**config.mk**
```make
export PLATFORM = sky130hd
export DESIGN_NAME = counter_monitor_flat
export DESIGN_NICKNAME = d
export VERILOG_FILES = /design/src/rtl/counter_mon_pkg.sv /design/src/rtl/counter_monitor_if.sv /design/src/rtl/counter_model.sv /design/src/rtl/counter_monitor.sv /design/src/flat_wrapper.sv
export SDC_FILE = /design/constraint.sdc
export NUM_CORES = 1
export LEC_CHECK = 0
export BUFFER_PORTS_ARGS = -buffer_cell sky130_fd_sc_hd__buf_2
export CORE_AREA = 2 2 99 73
export DETAILED_ROUTE_END_ITERATION = 8
export DIE_AREA = 0 0 101 75
export MAX_ROUTING_LAYER = met4
export PLACE_DENSITY = 0.48
export REMOVE_ABC_BUFFERS = 1
export SLEW_MARGIN = 0
export SYNTH_ARGS = -nofsm -noshare
export SYNTH_HDL_FRONTEND = slang
export SYNTH_SLANG_ARGS = --single-unit
```
**constraint.sdc**
```tcl
create_clock -name clk -period 2.83 [get_ports clk]
set_input_delay 0.566 -clock clk [delete_from_list [all_inputs] [get_ports clk]]
set_output_delay 0.566 -clock clk [all_outputs]
set_load 0.03 [all_outputs]
```
**src/rtl/counter_mon_pkg.sv**
```systemverilog
// Shared types and constants for the counter monitor.
package counter_mon_pkg;

   // Default width of the observed counter value
   localparam int unsigned DEFAULT_WIDTH = 8;

   // Mismatch counter width and its saturation value
   localparam int unsigned ERR_COUNT_WIDTH = 8;
   localparam logic [ERR_COUNT_WIDTH-1:0] ERR_COUNT_MAX = '1;

   // Monitor phases: post-reset zero check, steady tracking, one-cycle resync
   typedef enum logic [1:0] {
      RST_CHK = 2'd0,
      TRACK   = 2'd1,
      RESYNC  = 2'd2
   } mon_state_e;

endpackage

```
**src/rtl/counter_monitor_if.sv**
```systemverilog
// Observation/result bundle between a counter under check and its monitor.
// The err_count signal exists only when MONITOR_ERR_COUNT_EN is defined.
interface counter_monitor_if
   import counter_mon_pkg::*;
#(
   parameter int unsigned WIDTH = DEFAULT_WIDTH
);

   logic             enable;
   logic             direction;
   logic [WIDTH-1:0] counter_in;
   logic             clear;
   logic [WIDTH-1:0] expected;
   logic             check_valid;
   logic             err;
   logic             err_sticky;
`ifdef MONITOR_ERR_COUNT_EN
   logic [ERR_COUNT_WIDTH-1:0] err_count;
`endif

`ifdef MONITOR_ERR_COUNT_EN
   // Side driving the observed counter and reading results
   modport master (
      output enable, direction, counter_in, clear,
      input  expected, check_valid, err, err_sticky, err_count
   );

   // Monitor side
   modport slave (
      input  enable, direction, counter_in, clear,
      output expected, check_valid, err, err_sticky, err_count
   );
`else
   // Side driving the observed counter and reading results
   modport master (
      output enable, direction, counter_in, clear,
      input  expected, check_valid, err, err_sticky
   );

   // Monitor side
   modport slave (
      input  enable, direction, counter_in, clear,
      output expected, check_valid, err, err_sticky
   );
`endif

endinterface

```
**src/rtl/counter_model.sv**
```systemverilog
// Reference next-value model of an up/down counter, modulo 2^WIDTH.
module counter_model
   import counter_mon_pkg::*;
#(
   parameter int unsigned WIDTH = DEFAULT_WIDTH
) (
   input  logic [WIDTH-1:0] value,
   input  logic             en,
   input  logic             dir,
   output logic [WIDTH-1:0] next_value_c
);

   // Step by one in the given direction when enabled; wrap is natural modulo arithmetic
   always_comb begin
      next_value_c = value;
      if (en) begin
         if (dir) begin
            next_value_c = value + WIDTH'(1);
         end else begin
            next_value_c = value - WIDTH'(1);
         end
      end
   end

endmodule

```
**src/rtl/counter_monitor.sv**
```systemverilog
// Counter monitor: predicts the observed counter from last cycle's sample and
// flags mismatches. Define MONITOR_ERR_COUNT_EN to add a saturating err_count.
module counter_monitor
   import counter_mon_pkg::*;
#(
   parameter int unsigned WIDTH = DEFAULT_WIDTH
) (
   input  logic            clk,
   input  logic            rst,
   counter_monitor_if.slave mon
);

   mon_state_e       state_q, state_d;
   logic             prev_en_q, prev_en_d;
   logic             prev_dir_q, prev_dir_d;
   logic [WIDTH-1:0] prev_ctr_q, prev_ctr_d;
   logic [WIDTH-1:0] expected_q, expected_d;
   logic             check_valid_q, check_valid_d;
   logic             err_q, err_d;
   logic             err_sticky_q, err_sticky_d;

   logic [WIDTH-1:0] pred_c;
   logic [WIDTH-1:0] ref_val_c;
   logic             cmp_en_c;
   logic             mismatch_c;

   // Prediction from the previous cycle's observed sample
   counter_model #(
      .WIDTH(WIDTH)
   ) u_model (
      .value       (prev_ctr_q),
      .en          (prev_en_q),
      .dir         (prev_dir_q),
      .next_value_c(pred_c)
   );

   // State and sample registers; reset discards all history
   always_ff @(posedge clk or posedge rst) begin
      if (rst) begin
         state_q       <= RST_CHK;
         prev_en_q     <= 1'b0;
         prev_dir_q    <= 1'b0;
         prev_ctr_q    <= '0;
         expected_q    <= '0;
         check_valid_q <= 1'b0;
         err_q         <= 1'b0;
         err_sticky_q  <= 1'b0;
      end else begin
         state_q       <= state_d;
         prev_en_q     <= prev_en_d;
         prev_dir_q    <= prev_dir_d;
         prev_ctr_q    <= prev_ctr_d;
         expected_q    <= expected_d;
         check_valid_q <= check_valid_d;
         err_q         <= err_d;
         err_sticky_q  <= err_sticky_d;
      end
   end

   // Next state, comparison and error flags; clear overrides the sticky flag and state
   always_comb begin
      state_d       = state_q;
      prev_en_d     = mon.enable;
      prev_dir_d    = mon.direction;
      prev_ctr_d    = mon.counter_in;
      ref_val_c     = '0;
      cmp_en_c      = 1'b0;
      err_sticky_d  = err_sticky_q;

      unique case (state_q)
         RST_CHK: begin
            ref_val_c = '0;
            cmp_en_c  = 1'b1;
            state_d   = TRACK;
         end
         TRACK: begin
            ref_val_c = pred_c;
            cmp_en_c  = 1'b1;
            state_d   = TRACK;
         end
         RESYNC: begin
            // No comparison: the observed value becomes the new baseline
            ref_val_c = mon.counter_in;
            cmp_en_c  = 1'b0;
            state_d   = TRACK;
         end
         default: begin
            state_d = RST_CHK;
         end
      endcase

      mismatch_c    = cmp_en_c && (mon.counter_in != ref_val_c);
      expected_d    = ref_val_c;
      check_valid_d = cmp_en_c;
      err_d         = mismatch_c;

      if (mon.clear) begin
         state_d      = RESYNC;
         err_sticky_d = 1'b0;
      end else if (mismatch_c) begin
         err_sticky_d = 1'b1;
      end
   end

   assign mon.expected    = expected_q;
   assign mon.check_valid = check_valid_q;
   assign mon.err         = err_q;
   assign mon.err_sticky  = err_sticky_q;

`ifdef MONITOR_ERR_COUNT_EN
   logic [ERR_COUNT_WIDTH-1:0] err_count_q, err_count_d;

   // Saturating mismatch counter register
   always_ff @(posedge clk or posedge rst) begin
      if (rst) begin
         err_count_q <= '0;
      end else begin
         err_count_q <= err_count_d;
      end
   end

   // Count mismatches up to saturation; clear wins over a coincident mismatch
   always_comb begin
      err_count_d = err_count_q;
      if (mon.clear) begin
         err_count_d = '0;
      end else if (mismatch_c && (err_count_q != ERR_COUNT_MAX)) begin
         err_count_d = err_count_q + ERR_COUNT_WIDTH'(1);
      end
   end

   assign mon.err_count = err_count_q;
`endif

endmodule
```
**src/flat_wrapper.sv**
```systemverilog
// flat-port wrapper written by rule: the top's interface ports become plain ports
module counter_monitor_flat import counter_mon_pkg::*;
#(
   parameter int unsigned WIDTH = DEFAULT_WIDTH
)
  (clk, rst, mon_enable, mon_direction, mon_counter_in, mon_clear, mon_expected, mon_check_valid, mon_err, mon_err_sticky);
  counter_monitor_if #(.WIDTH(WIDTH)) mon_i ();
  input  logic clk;
  input  logic rst;
  input wire logic [$bits(mon_i.enable)-1:0] mon_enable;
  input wire logic [$bits(mon_i.direction)-1:0] mon_direction;
  input wire logic [$bits(mon_i.counter_in)-1:0] mon_counter_in;
  input wire logic [$bits(mon_i.clear)-1:0] mon_clear;
  output wire logic [$bits(mon_i.expected)-1:0] mon_expected;
  output wire logic [$bits(mon_i.check_valid)-1:0] mon_check_valid;
  output wire logic [$bits(mon_i.err)-1:0] mon_err;
  output wire logic [$bits(mon_i.err_sticky)-1:0] mon_err_sticky;
  assign mon_i.enable = mon_enable;
  assign mon_i.direction = mon_direction;
  assign mon_i.counter_in = mon_counter_in;
  assign mon_i.clear = mon_clear;
  assign mon_expected = mon_i.expected;
  assign mon_check_valid = mon_i.check_valid;
  assign mon_err = mon_i.err;
  assign mon_err_sticky = mon_i.err_sticky;
  counter_monitor #(.WIDTH(WIDTH)) u_core (.clk(clk), .rst(rst), .mon(mon_i));
endmodule
```
Word-level counts from Yosys, hierarchy flattened
Index checks and enable logic that the tools add are counted.
{"block": "word_totals", "rom_bits": 0, "mem_bits_rw": 0, "input_bits": 13, "elab_cells": 26, "n_memories": 0, "latch_bits": 0, "out_inout_bits": 11, "ff_bits": 23}
{"block": "classes", "bitwise": 0, "mux": 8, "eq_ne": 3, "order_cmp": 0, "multipliers": 0, "n_addsub": 2, "n_reduce_logical": 5, "div_mod_pow": 0, "n_shift": 0}
{"cell": "8-bit two-way mux", "n": 2}
{"cell": "8-bit case mux with 2 select lines", "n": 1}
{"cell": "8-bit by 1-bit adder with 8-bit output (second input constant)", "n": 1}
{"cell": "8-bit != test", "n": 1}
{"cell": "8-bit by 1-bit subtractor with 8-bit output (second input constant)", "n": 1}
{"cell": "1-bit two-way mux", "n": 4}
{"cell": "3-bit OR reduction", "n": 1}
{"cell": "2-bit by 1-bit == test with 1-bit output (second input constant)", "n": 1}
{"cell": "2-bit == test (second input constant)", "n": 1}
{"cell": "2-bit logical NOT", "n": 1}
{"cell": "2-bit two-way mux", "n": 1}
{"cell": "2-bit nonzero test", "n": 1}
{"cell": "2-bit OR reduction", "n": 1}
{"cell": "1-bit logical AND", "n": 1}

Longest topological paths before layout
{"block": "logic_depth", "depth_word": 8, "mapped_depth": 11, "depth_no_buf": 10}

Cells and area by module
A second synthesis with hierarchy kept.
{"block": "hier_totals", "cells_unflattened": 132, "area_unflattened_um2": 1375.1}
{"mod": "counter_monitor", "seq_area_each_um2": 575.6, "n_inst": 1, "cells_each": 80, "area_each_um2": 947.2}
{"mod": "counter_model", "seq_area_each_um2": 0.0, "n_inst": 1, "cells_each": 52, "area_each_um2": 427.9}

Worst setup path before layout
No wires, ideal clock.
{"block": "synth_path", "path_type": "register -> register", "startpoint": "register u_core.prev_dir_q", "endpoint": "register u_core.err_sticky_q (netlist: u_core.mon.err_sticky)", "setup_time_ns": 0.092, "path_buffers": 0, "required_time_ns": 2.738, "stages_incl_launch_ff": 11, "arrival_ns": 2.350, "path_slack_ns": 0.388, "period_less_slack_ns": 2.442, "path_cell_list": "dfrtp_1 inv_1 ha_1 a21o_1 a211oi_1 a21oi_1 mux2_4 or3b_2 and4_1 o2111a_2 o31ai_2"}
{"block": "synth_via", "elab_chain_cells": 6}
{"item": "start, declared", "line": "counter_monitor.sv:15", "source": "logic prev_dir_q, prev_dir_d;"}
{"item": "start signal, assigned", "line": "counter_monitor.sv:51", "source": "prev_dir_q <= prev_dir_d;"}
{"item": "8-bit two-way mux", "line": "counter_model.sv:17", "source": "if (dir) begin"}
{"item": "8-bit two-way mux", "line": "counter_model.sv:16", "source": "if (en) begin"}
{"item": "8-bit case mux with 2 select lines", "line": "counter_monitor.sv:70", "source": "unique case (state_q)"}
{"item": "8-bit != test", "line": "counter_monitor.sv:92", "source": "mismatch_c = cmp_en_c && (mon.counter_in != ref_val_c);"}
{"item": "1-bit logical AND", "line": "counter_monitor.sv:92"}
{"item": "2-bit nonzero test (no source line)"}
{"item": "end signal, assigned", "line": "counter_monitor.sv:56", "source": "err_sticky_q <= err_sticky_d;"}
{"item": "end, declared", "line": "counter_monitor.sv:20", "source": "logic err_sticky_q, err_sticky_d;"}
No other way between the ends.
A chain may end at the register's enable or synchronous reset.

Worst setup path in the final report
Ends and elaborated chain as after synthesis.

==> out/qor.csv <==
metric,value,unit
fraction of power consumed by combinational cells,30.5,%
starting DRC count in detailed routing,39,
RSZ-0062 raised after global routing,false,
"commonest non-fill, non-tap cells in the layout","buf_2 (23), dfrtp_1 (23), nor2_1 (12)",
worst path arrival time,2.81,ns
Worst IR Drop VDD,0.1571,mV
proportion of synthesized chip area in sequential cells,35.71,%
number of filler cells placed in the layout,709,
required time of the critical path,3.01,ns
clock root buffer,clkbuf_8,
cell-by-cell listing of the critical path,inv_2 > ha_1 > a211o_1 > a21o_2 > or3_4 > a41oi_1 > nand3_1 > and4_1 > o2111a_2 > o31ai_2,
worst-case register-to-register setup slack,0.20,ns
element type at the critical path start,flop,
Post-Syn Area per Cell,9.593,um2
r2r worst-path depth,10,
total core area,0.006569,mm2
DIE WIDTH,101,um
leakage power figure,0.8207,nW
final worst path period share,93.02,%
weighted congestion reported at the end of routability-driven placement,0.8158,
Overflow after GRT,0,
net total in the final layout,218,
Finish-stage setup viols,0,
largest net degree at the start of global routing,24,
total negative slack,0,ns
NetSw,0.2732,mW
result of the run,completed,
Crit-path slowest cell,dfrtp_1,
Least-Margin Pin Slew,0.8874,ns
Port Buf Inserts,23,
CTS hold repair buffers,0,
# clock sinks,23,
H-tree lvl count,1,
Max Root-Sink Buffers,2,
kind of end point of the critical path,flop,
register clock-pin slew on the reported worst setup and hold paths,0.08,ns
number of flops mapped to enable cells by yosys,0,
final number of hold-violating endpoints,0,
sequential fraction of design power,44.1,%
antenna diode count,0,
standard-cell row count,25,
overall routed net length,3.683,mm
internal portion of total power,0.5557,mW
number of buffers created by CTS,3,
count of unresolved DRC violations after routing,0,
Clock Power Share,25.4,%
Detail Placement HPWL,2.852,mm
"FFs w/ async S/R, synth",100.0,%
number of vias after detailed routing,1248,
initial antenna violation count,0,
average detailed-routed wire length per instance,13.44,um
initial standard-cell utilization of the core,24.53,%
DR vias/cell,4.555,
GR Util All Layers,11.09,%
worst-case headroom to the max-slew limit,40.78,%
overall die area,0.007575,mm2
"Top FF cell, synth",dfrtp_1,
total power draw,0.8289,mW
max-cap check violation count,0,
Pre-antenna DRT Iters,4,
clock insertion delay at the later pin of the skew report,0.27,ns
Post-Syn Area,0.001612,mm2
area growth from synthesis to layout,14.67,%
TritonCTS clock tree,built,
worst clock skew on the final layout,0.009365,ns
shortest period the worst path allows,2.632,ns
max-slew violation count,0,
count of mapped cells out of synthesis,168,
critical path class,flop to flop,
power density over the cells,448.5,mW/mm2
flop and latch count out of synthesis,23,
vias in the first global route,1243,
CP max FO,7,
io pins,24,
first-pass GRT wire length,6.354,mm
layout cell share with drive strength beyond 1,23.83,%
die height,75,um
net switching share of the total power,32.96,%
Cells on Worst Hold Path,1,
largest stage delay on the critical path,0.41,ns
type of the worst min-delay path,input pin to flop,
number of library cell types mapped by synthesis,57,
Synth Warn #,0,
Achievable Freq,0.3799,GHz
number of antenna-violating nets in the routed design,0,
[path summary, 6_finish.rpt]
path                                                endpoint                         from
max                        u_core.mon.err_sticky$_DFFE_PP0P_  u_core.prev_dir_q$_DFF_PP0_
min                              u_core.prev_dir_q$_DFF_PP0_                mon_direction
max reg2reg                u_core.mon.err_sticky$_DFFE_PP0P_  u_core.prev_dir_q$_DFF_PP0_
min reg2reg                      u_core.state_q[0]$_DFF_PP0_  u_core.state_q[1]$_DFF_PP0_
max in group asynchronous        u_core.prev_dir_q$_DFF_PP0_                          rst
min in group asynchronous   u_core.mon.expected[1]$_DFF_PP0_                          rst
[power groups by stage]
stage / logic (mW) / registers (mW) / clock network [mW]
floorplan: 0.153 / 0.397 / 0
global placement: 0.254 / 0.373 / 0
detailed placement: 0.253 / 0.372 / 0
CTS: 0.254 / 0.366 / 0.218
global route: 0.283 / 0.369 / 0.238
finish: 0.253 / 0.366 / 0.211
[per-stage QoR]
stage               cells  hold WS (ns)  util (%)  worst slack [ns]  instance area (um2)
finish                274        0.4011     28.13            0.1976                 1848
global route          274        0.3900     28.13           0.01799                 1848
CTS                   274        0.3958     28.13           0.08757                 1848
detailed placement    270        0.5783     27.45            0.1114                 1803
global placement      270        0.5862     27.45            0.1212                 1803
floorplan             160        0.5542         -            0.3647                 1541
[layer usage]
| metal | vias to the layer above | GRT usage, % | part of all wire (%) | wire, um |
|---|---|---|---|---|
| met5 | - | - | 0 | 0 |
| met3 | 4 | 2.971 | 3.8 | 141 |
| li1 | 651 | - | - | - |
| met2 | 20 | 14.67 | 38 | 1393 |
| met4 | 0 | 1.351 | 0.46 | 17 |
| met1 | 573 | 17.02 | 58 | 2131 |
[state kept, by name, summed over array words and instances, names as in the netlist]
name,flops
u_core.mon.expected,8
u_core.prev_en_q,1
u_core.mon.err_sticky,1
u_core.mon.err,1
u_core.state_q,2
u_core.mon.check_valid,1
u_core.prev_dir_q,1
u_core.prev_ctr_q,8
[synthesized netlist by cell type, drive strengths merged, types with 3 or more instances]
library cell,count,share of area (%)
mux2,5,3.7
xor2,4,2.2
nor4b,3,1.6
a22oi,4,1.9
nand3,4,1.2
dfrtp,23,36
nor2b,5,1.9
a21oi,13,5.0
xnor2,3,1.6
ha,10,7.8
a211oi,4,1.9
nor2,12,2.8
o21ai,5,1.6
nand2,10,2.3
buf,5,3.3
nand2b,6,2.3
inv,10,2.3
[area by class of cell]
class	count	area (um2)	share of cell area (%)
Timing Repair Buffer	29	160.2	8.666
Multi-Input combinational cell	127	928.4	50.24
Tap cell	81	101.3	5.484
Clock buffer	4	45.04	2.437
Sequential cell	23	575.6	31.14
Inverter	10	37.54	2.031
[cell families after synthesis]
logic type | synth area share [%]
AO/OA/AOI/OAI | 20.88
XOR/XNOR | 3.804
adder cells (fa/ha/maj) | 9.006
buffers and inverters | 6.677
flip-flops | 35.71
multiplexers | 4.347
AND/OR/NAND/NOR | 19.57
[worst max-delay path, delay by kind of cell (launching register included)]
family	cells	cell delay, ns
adder cells (fa/ha/maj)	1	0.26
AND/OR/NAND/NOR	3	0.69
flip-flops	1	0.41
buffers and inverters	1	0.14
AO/OA/AOI/OAI	5	1.04
[repair_timing]
item	4_1_cts	5_1_grt
setup endpoints to repair	0	2
setup buffers	0	0
gates resized for setup	0	1
Power figures use the tool's default switching activity.
